**src/rtl/regfile_wb_arbiter_pkg.sv**
```systemverilog
// regfile_wb_arbiter_pkg: shared widths, constants and the write-back entry type
package regfile_wb_arbiter_pkg;
  localparam int REG_AW = 5;
  localparam int DATA_W = 32;
  localparam logic Valid = 1'b1;
  localparam logic Zero = 1'b0;
  localparam logic RstEnable = 1'b1;
  localparam logic RstDisable = 1'b0;
  typedef struct packed {
    logic [REG_AW-1:0] addr;
    logic [DATA_W-1:0] data;
  } wb_entry_t;
endpackage

```
**src/rtl/regfile_wb_arbiter_wb_fifo.sv**
```systemverilog
// wb_fifo: synchronous FIFO (clk, rst, push/din, pop/dout head, full, empty, count)
module wb_fifo #(
  parameter int DEPTH = 4,
  parameter int W = 37
) (
  input  logic                     clk,
  input  logic                     rst,
  input  logic                     push,
  input  logic                     pop,
  input  logic [W-1:0]             din,
  output logic [W-1:0]             dout,
  output logic                     full,
  output logic                     empty,
  output logic [$clog2(DEPTH):0]   count
);
  import regfile_wb_arbiter_pkg::*;
  localparam int AW = $clog2(DEPTH);
  logic [W-1:0] mem [DEPTH];
  logic [AW-1:0] wr_ptr, rd_ptr;
  logic do_push, do_pop;
  assign full = count == (AW+1)'(DEPTH);
  assign empty = count == '0;
  assign do_push = push && !full;
  assign do_pop = pop && !empty;
  assign dout = mem[rd_ptr];
  always_ff @(posedge clk) if (do_push) mem[wr_ptr] <= din;
  always_ff @(posedge clk) begin
    if (rst == RstEnable) begin
      wr_ptr <= '0;
      rd_ptr <= '0;
      count <= '0;
    end else begin
      wr_ptr <= wr_ptr + AW'(do_push);
      rd_ptr <= rd_ptr + AW'(do_pop);
      count <= count + (AW+1)'(do_push) - (AW+1)'(do_pop);
    end
  end
endmodule

```
**src/rtl/regfile_wb_arbiter.sv**
```systemverilog
// regfile_wb_arbiter: register-file write-port owner merging ALU and long-latency results.
// Ports: clk/rst; alu_* in with alu_stall out; long_* in with long_ready out; issue_* sets
// the pending scoreboard; rd_a/b_addr query busy_a/b; we/w_addr/w_data drive the register file.
module regfile_wb_arbiter
  import regfile_wb_arbiter_pkg::*;
#(
  parameter int DEPTH = 4,
  parameter int STARVE_MAX = 8
) (
  input  logic              clk,
  input  logic              rst,
  input  logic              alu_valid,
  input  logic [REG_AW-1:0] alu_addr,
  input  logic [DATA_W-1:0] alu_data,
  output logic              alu_stall,
  input  logic              long_valid,
  input  logic [REG_AW-1:0] long_addr,
  input  logic [DATA_W-1:0] long_data,
  output logic              long_ready,
  input  logic              issue_valid,
  input  logic [REG_AW-1:0] issue_addr,
  input  logic [REG_AW-1:0] rd_a_addr,
  input  logic [REG_AW-1:0] rd_b_addr,
  output logic              busy_a,
  output logic              busy_b,
  output logic              we,
  output logic [REG_AW-1:0] w_addr,
  output logic [DATA_W-1:0] w_data
);
  localparam int SW = $clog2(STARVE_MAX + 1);
  localparam int NR = 2 ** REG_AW;
  wb_entry_t head, sel_entry;
  logic fifo_full, fifo_empty, alu_sel, pop, sel;
  logic [$clog2(DEPTH):0] fifo_count;
  logic [SW-1:0] starve, starve_next;
  logic [NR-1:0] pend, pend_vis, pend_next;
  wb_fifo #(.DEPTH(DEPTH), .W($bits(wb_entry_t))) u_fifo (
    .clk(clk), .rst(rst),
    .push(long_valid), .pop(pop),
    .din({long_addr, long_data}), .dout(head),
    .full(fifo_full), .empty(fifo_empty), .count(fifo_count)
  );
  assign long_ready = !fifo_full;
  assign alu_stall = fifo_full && starve == SW'(STARVE_MAX) && alu_valid;
  assign alu_sel = alu_valid && !alu_stall;
  assign pop = !alu_sel && !fifo_empty;
  assign sel = alu_sel || pop;
  assign sel_entry = alu_sel ? wb_entry_t'({alu_addr, alu_data}) : head;
  // Popped entry's pending bit is dropped combinationally so decode sees it free as the write lands
  assign pend_vis = pend & ~(pop ? NR'(1) << head.addr : '0);
  assign pend_next = pend_vis | (issue_valid && issue_addr != '0 ? NR'(1) << issue_addr : '0);
  assign busy_a = rd_a_addr != '0 && pend_vis[rd_a_addr];
  assign busy_b = rd_b_addr != '0 && pend_vis[rd_b_addr];
  assign starve_next = (pop || fifo_count != ($clog2(DEPTH)+1)'(DEPTH)) ? '0
                     : (alu_sel && starve != SW'(STARVE_MAX)) ? starve + 1'b1 : starve;
  always_ff @(posedge clk) begin
    if (rst == RstEnable) begin
      we <= Zero;
      w_addr <= '0;
      w_data <= '0;
      pend <= '0;
      starve <= '0;
    end else begin
      we <= sel && sel_entry.addr != '0 ? Valid : Zero;
      w_addr <= sel_entry.addr;
      w_data <= sel_entry.data;
      pend <= pend_next;
      starve <= starve_next;
    end
  end
endmodule

```
**config.mk**
```make
export PLATFORM = sky130hd
export DESIGN_NAME = regfile_wb_arbiter
export DESIGN_NICKNAME = d
export VERILOG_FILES = /design/src/rtl/regfile_wb_arbiter_pkg.sv /design/src/rtl/regfile_wb_arbiter_wb_fifo.sv /design/src/rtl/regfile_wb_arbiter.sv
export SDC_FILE = /design/constraint.sdc
export NUM_CORES = 1
export LEC_CHECK = 0
export CAP_MARGIN = 20
export CORE_MARGIN = 2
export CORE_UTILIZATION = 45
export DETAILED_ROUTE_END_ITERATION = 16
export PLACE_DENSITY = 0.8
export REMOVE_ABC_BUFFERS = 1
export SKIP_CTS_REPAIR_TIMING = 1
export SLEW_MARGIN = 10
export SYNTH_ARGS = -nofsm -noshare
export SYNTH_HDL_FRONTEND = slang
export SYNTH_SLANG_ARGS = --single-unit
```
**constraint.sdc**
```tcl
create_clock -name clk -period 3.9 [get_ports clk]
set_input_delay 0.39 -clock clk [delete_from_list [all_inputs] [get_ports clk]]
set_output_delay 0.39 -clock clk [all_outputs]
set_load 0.005 [all_outputs]
```
* After elaboration in Yosys (flattened, before gate mapping)
Memories as Yosys holds them, arrays and structs flattened. A register that Yosys moved wholly into a read port is not among the register bits. Cells that the tools add are included.
Word-level totals: input port bits 94, bits in writable memories 148, word-level logic and storage cells 59, output and inout port bits 42, memories kept 1, register bits 81
Cells by class: muxes and demuxes 11, bitwise gates (word level) 3, reductions and logical operators 23, $lt $le $gt $ge 2, add/sub/neg operators 5, shift-type cells 2, eq/ne operators 4
Memories:
- u_fifo.mem | words 4, bits a word 37, read ports 1, clocked after Yosys merged registers in 1, wr ports 1, line regfile_wb_arbiter_wb_fifo.sv:18 | logic [W-1:0] mem [DEPTH];
Operators by type and width (number):
- 32-bit two-way mux | 2
- 1-bit by 5-bit left shift with 32-bit output (first input constant) | 2
- 37-bit two-way mux | 1
- 32-bit AND | 1
- 32-bit inverter | 1
- 32-bit bitwise OR | 1
- 5-bit nonzero test | 4
- 5-bit by 6-bit less-than comparator with 1-bit output (second input constant) | 2
- 1-bit logical AND | 11
- 1-bit binary-select mux with 5-bit select | 2
- 1-bit two-way mux | 5
- 2-bit by 1-bit adder with 2-bit output | 2
- 4-bit by 1-bit adder with 4-bit output (second input constant) | 1
- 4-bit equality test (second input constant) | 1
- 1-bit zero test | 4
- 4-bit inequality test (second input constant) | 1
- 3-bit by 1-bit adder with 3-bit output | 1
- 3-bit equality test (second input constant) | 1
- 3-bit zero test | 1
- 3-bit inequality test (second input constant) | 1
- 3-bit by 1-bit subtractor with 3-bit output | 1
- 1-bit logical OR | 2
- 2-bit two-way mux | 1
- 2-bit OR reduction | 1

* Longest topological paths before layout
word-level depth 13, gate-level depth with buffers 11, mapped depth without buffers 11

* Modules after synthesis
Synthesis repeated with hierarchy kept, for this count alone.
Second synthesis, totals: cells, all modules 737, area, all modules 9616.7 um^2
By module, submodules not included:
- wb_fifo | times used 1, sequential area each 4584.4 um^2, area each 5693.0 um^2, cells an instance 228
- regfile_wb_arbiter | times used 1, sequential area each 1481.4 um^2, area each 3923.8 um^2, cells an instance 509

* Least setup slack after synthesis
OpenSTA, ideal clock, no wires.
path type flip-flop to flip-flop, from register u_fifo.count[1], to memory u_fifo.mem[1][0] (enable), clock period less this slack 3996 ps, setup slack -96 ps, path buffers 0, data required time 3415 ps, arrival 3511 ps, stages on the path, launching flop included 5, library setup time 485 ps, cell sequence dfxtp_1 > nor3b_2 > clkinv_1 > nand2_1 > nor3b_1
Between the ends: longest elaborated chain between the ends 5
RTL lines:
- start: declaration | line regfile_wb_arbiter_wb_fifo.sv:14 | output logic [$clog2(DEPTH):0] count
- start signal: assignment | line regfile_wb_arbiter_wb_fifo.sv:35 | count <= count + (AW+1)'(do_push) - (AW+1)'(do_pop);
- 3-bit equality test | line regfile_wb_arbiter_wb_fifo.sv:21 | assign full = count == (AW+1)'(DEPTH);
- 1-bit zero test
- net long_ready | line regfile_wb_arbiter.sv:19 | output logic long_ready,
- 1-bit logical AND | line regfile_wb_arbiter_wb_fifo.sv:23 | assign do_push = push && !full;
- 1-bit two-way mux | line regfile_wb_arbiter_wb_fifo.sv:26 | always_ff @(posedge clk) if (do_push) mem[wr_ptr] <= din;
- 1-bit two-way mux (implied by the code) | line regfile_wb_arbiter_wb_fifo.sv:26
- end: declaration | line regfile_wb_arbiter_wb_fifo.sv:18
The timed path passes the listed nets, and every way through them passes these cells.

==> results.cfg <==
[clocking]
cts_buffer_depth = 3
clock_latency_ns = 0.53
cts_made_buffers = 24
cts_root_buffer = clkbuf_16
cts.sinks = 228
htree_levels = 1
clk_pin_slew_ns = 0.06
cts_tree = built

[route]
first_iter_violations = 452
viasPerCell = 5.61
drc = 0
totalWireLength_mm = 22.9
routedWlPerCell_um = 20.1
first_pass_iters = 5
drtAntennaViolNets = 0
dr_total_vias = 6383

[critical_path]
crit_path_end_kind = primary output
crit_fanout = 6
crit_type = flop to primary output
startpoint_type = flop
cp.required_ns = 3.51
arrival_ns = 3.48

[final_layout]
nNetsFinal = 951
fillers = 1541
antennaDiodeCount = 0
drive_above_1_share_pct = 19.0
stdcell_count = 1138
area_growth_pct = 31.4

[placement]
io_buffers = 135
dp.cells = 1086
dpl.hpwl_mm = 14.9
place.gp.congestion = 0.934

[synthesis]
ys.flop_type = edfxtp_1
ys_warn_count = 0
synth_seq_cells = 228
synthTopCellsByArea = edfxtp_1, dfxtp_1, mux4_2, nand2_1, a21oi_1
synth.top_cell.area_share_pct = 48.2
yosys.area.top_type = edfxtp_1
synth-async-reset-ratio_pct = 0
synth_common_cells = edfxtp_1, nand2_1, dfxtp_1
synth-edff-count = 148
avgSynthCellArea_um2 = 13.6
synth.distinct_cells = 59
syn_area_um2 = 9230
ys_seq_area_share_pct = 65.5
yosysMostFrequentCell = edfxtp_1
synth_cells = 678

[die]
pin_count = 136
start_util_pct = 45.7
rows = 52
die_h_um = 147
core_um2 = 20200
die-area_um2 = 21700
die_x_um = 147

[global_routing]
top_usage_layer = met2
antenna_found_initial = 0
track_usage_pct = 20.9
grt_pass1_vias = 6505
met3_usage_pct = 5.22
use_met2_pct = 36.1
grt_pass1_wl_mm = 35.6
grt_max_degree = 56
grt_use_met1_pct = 25.9
grt_overflow = 0

[timing]
skew_ns = 0.0138
fin_tns_setup_ns = 0
finalSetupViolations = 0
slew_violations = 0
finalCriticalPeriod_ns = 3.87
worst_pin_slew_ns = 0.972
fin_crit_sh_pct = 99.3
timing.slew.headroom_pct = 35.0
clock.fmax_ghz = 0.258
grt_setup_unrepaired = true
hold_viol = 0

[power_and_ir_drop]
powerDensity_nw_per_um2 = 538
peakVddDrop_v = 0.000388
power_leakage_nw = 4.16

[run_status]
status = finished clean

[worst_hold_path]
hold_class = primary input to flop

[job]
maxCapViolCount = 0
-- stage by stage --
| stage | hold WS (ns) | instance area (µm²) | util (%) | total power [W] | worst slack (ns) |
|---|---|---|---|---|---|
| after floorplan | 0.450 | 9070 | - | 0.00364 | -0.644 |
| after global placement | 0.474 | 11100 | 55.1 | 0.00414 | 0.188 |
| after detailed placement | 0.480 | 11100 | 55.1 | 0.00417 | 0.144 |
| after CTS | 0.322 | 11900 | 59.1 | 0.00647 | -0.416 |
| after global routing | 0.348 | 12100 | 60.1 | 0.00678 | -0.101 |
| final | 0.333 | 12100 | 60.1 | 0.00652 | 0.0269 |
-- registers in the layout (all words and copies together) (netlist names) --
name           cells
starve             4
u_fifo.rd_ptr      2
u_fifo.mem       148
w_data            32
we                 1
u_fifo.wr_ptr      2
u_fifo.count       3
pend              31
w_addr             5
-- kinds of logic after synthesis --
kind of cell	count (synthesis)	synth area share (%)
AND/OR/NAND/NOR	190	9.49
adder cells (fa/ha/maj)	7	1.03
flip-flops	228	65.5
multiplexers	57	11.4
XOR/XNOR	6	0.570
buffers and inverters	52	2.31
AO/OA/AOI/OAI	138	9.64
-- power by group --
group / internal, W / switching, W / total, W
combinational: 0.000644 / 0.000671 / 0.00131
clock: 0.00136 / 0.000924 / 0.00228
sequential: 0.00283 / 0.0000935 / 0.00292
total: 0.00483 / 0.00169 / 0.00652
-- routing by layer --
layer	part of all wire [%]	up-vias
li1	-	2927
met1	39	3114
met2	50	290
met3	7.9	52
met4	3.1	0
met5	0	-
-- layout make-up --
| type | count | area [µm²] | area share (%) |
|---|---|---|---|
| clock inverters | 9 | 129 | 1.06 |
| inverters | 14 | 52.6 | 0.434 |
| multi-input cells | 398 | 3130 | 25.9 |
| repair buffers | 184 | 1740 | 14.3 |
| well taps | 270 | 338 | 2.79 |
| flip-flops and latches | 228 | 6050 | 49.9 |
| clock buffers | 35 | 682 | 5.63 |
-- worst max-delay path, cell delays in order, from the launching register on --
cell            delay, ns
dfxtp_4              0.40
mux4_2               0.56
buf_4                0.18
or3b_4               0.43
o31ai_2              0.26
mux2_2               0.21
a311o_1              0.16
nor3_1               0.04
or4_1                0.53
dlymetal6s2s_1       0.17
-- placed cells by master, fill, tap and decap left out, types with 3 or more instances in the layout --
cell type        instances
edfxtp_1               148
clkdlybuf4s50_1        132
nand2_1                116
dfxtp_1                 78
a21oi_1                 69
buf_4                   47
mux4_2                  38
clkbuf_16               24
nor2_1                  19
o31ai_2                 18
mux2i_1                 15
inv_1                   12
o31ai_1                 10
nor3_1                   8
clkbuf_1                 7
o211ai_1                 6
ha_1                     6
nor4_1                   5
nor3b_1                  5
nor2b_1                  5
nand3b_1                 4
o21ai_0                  4
o311ai_0                 4
xnor2_1                  4
clkbuf_8                 4
or3b_4                   3
nand2b_1                 3
mux2_2                   3
and3_1                   3
o2111ai_1                3
-- path summary, 6_finish.rpt --
kind / startpoint / endpoint / slack, ns / cells past startpoint
worst max-delay path: u_fifo.rd_ptr[0] / busy_a / 0.03 / 9
worst min-delay path: rst / pend[6] / 0.33 / 2
worst max register to register: u_fifo.count[1] / u_fifo.count[2] / 1.26 / 11
worst min register to register: starve[0] / starve[0] / 0.49 / 1
(Power assumes the default switching activity.)
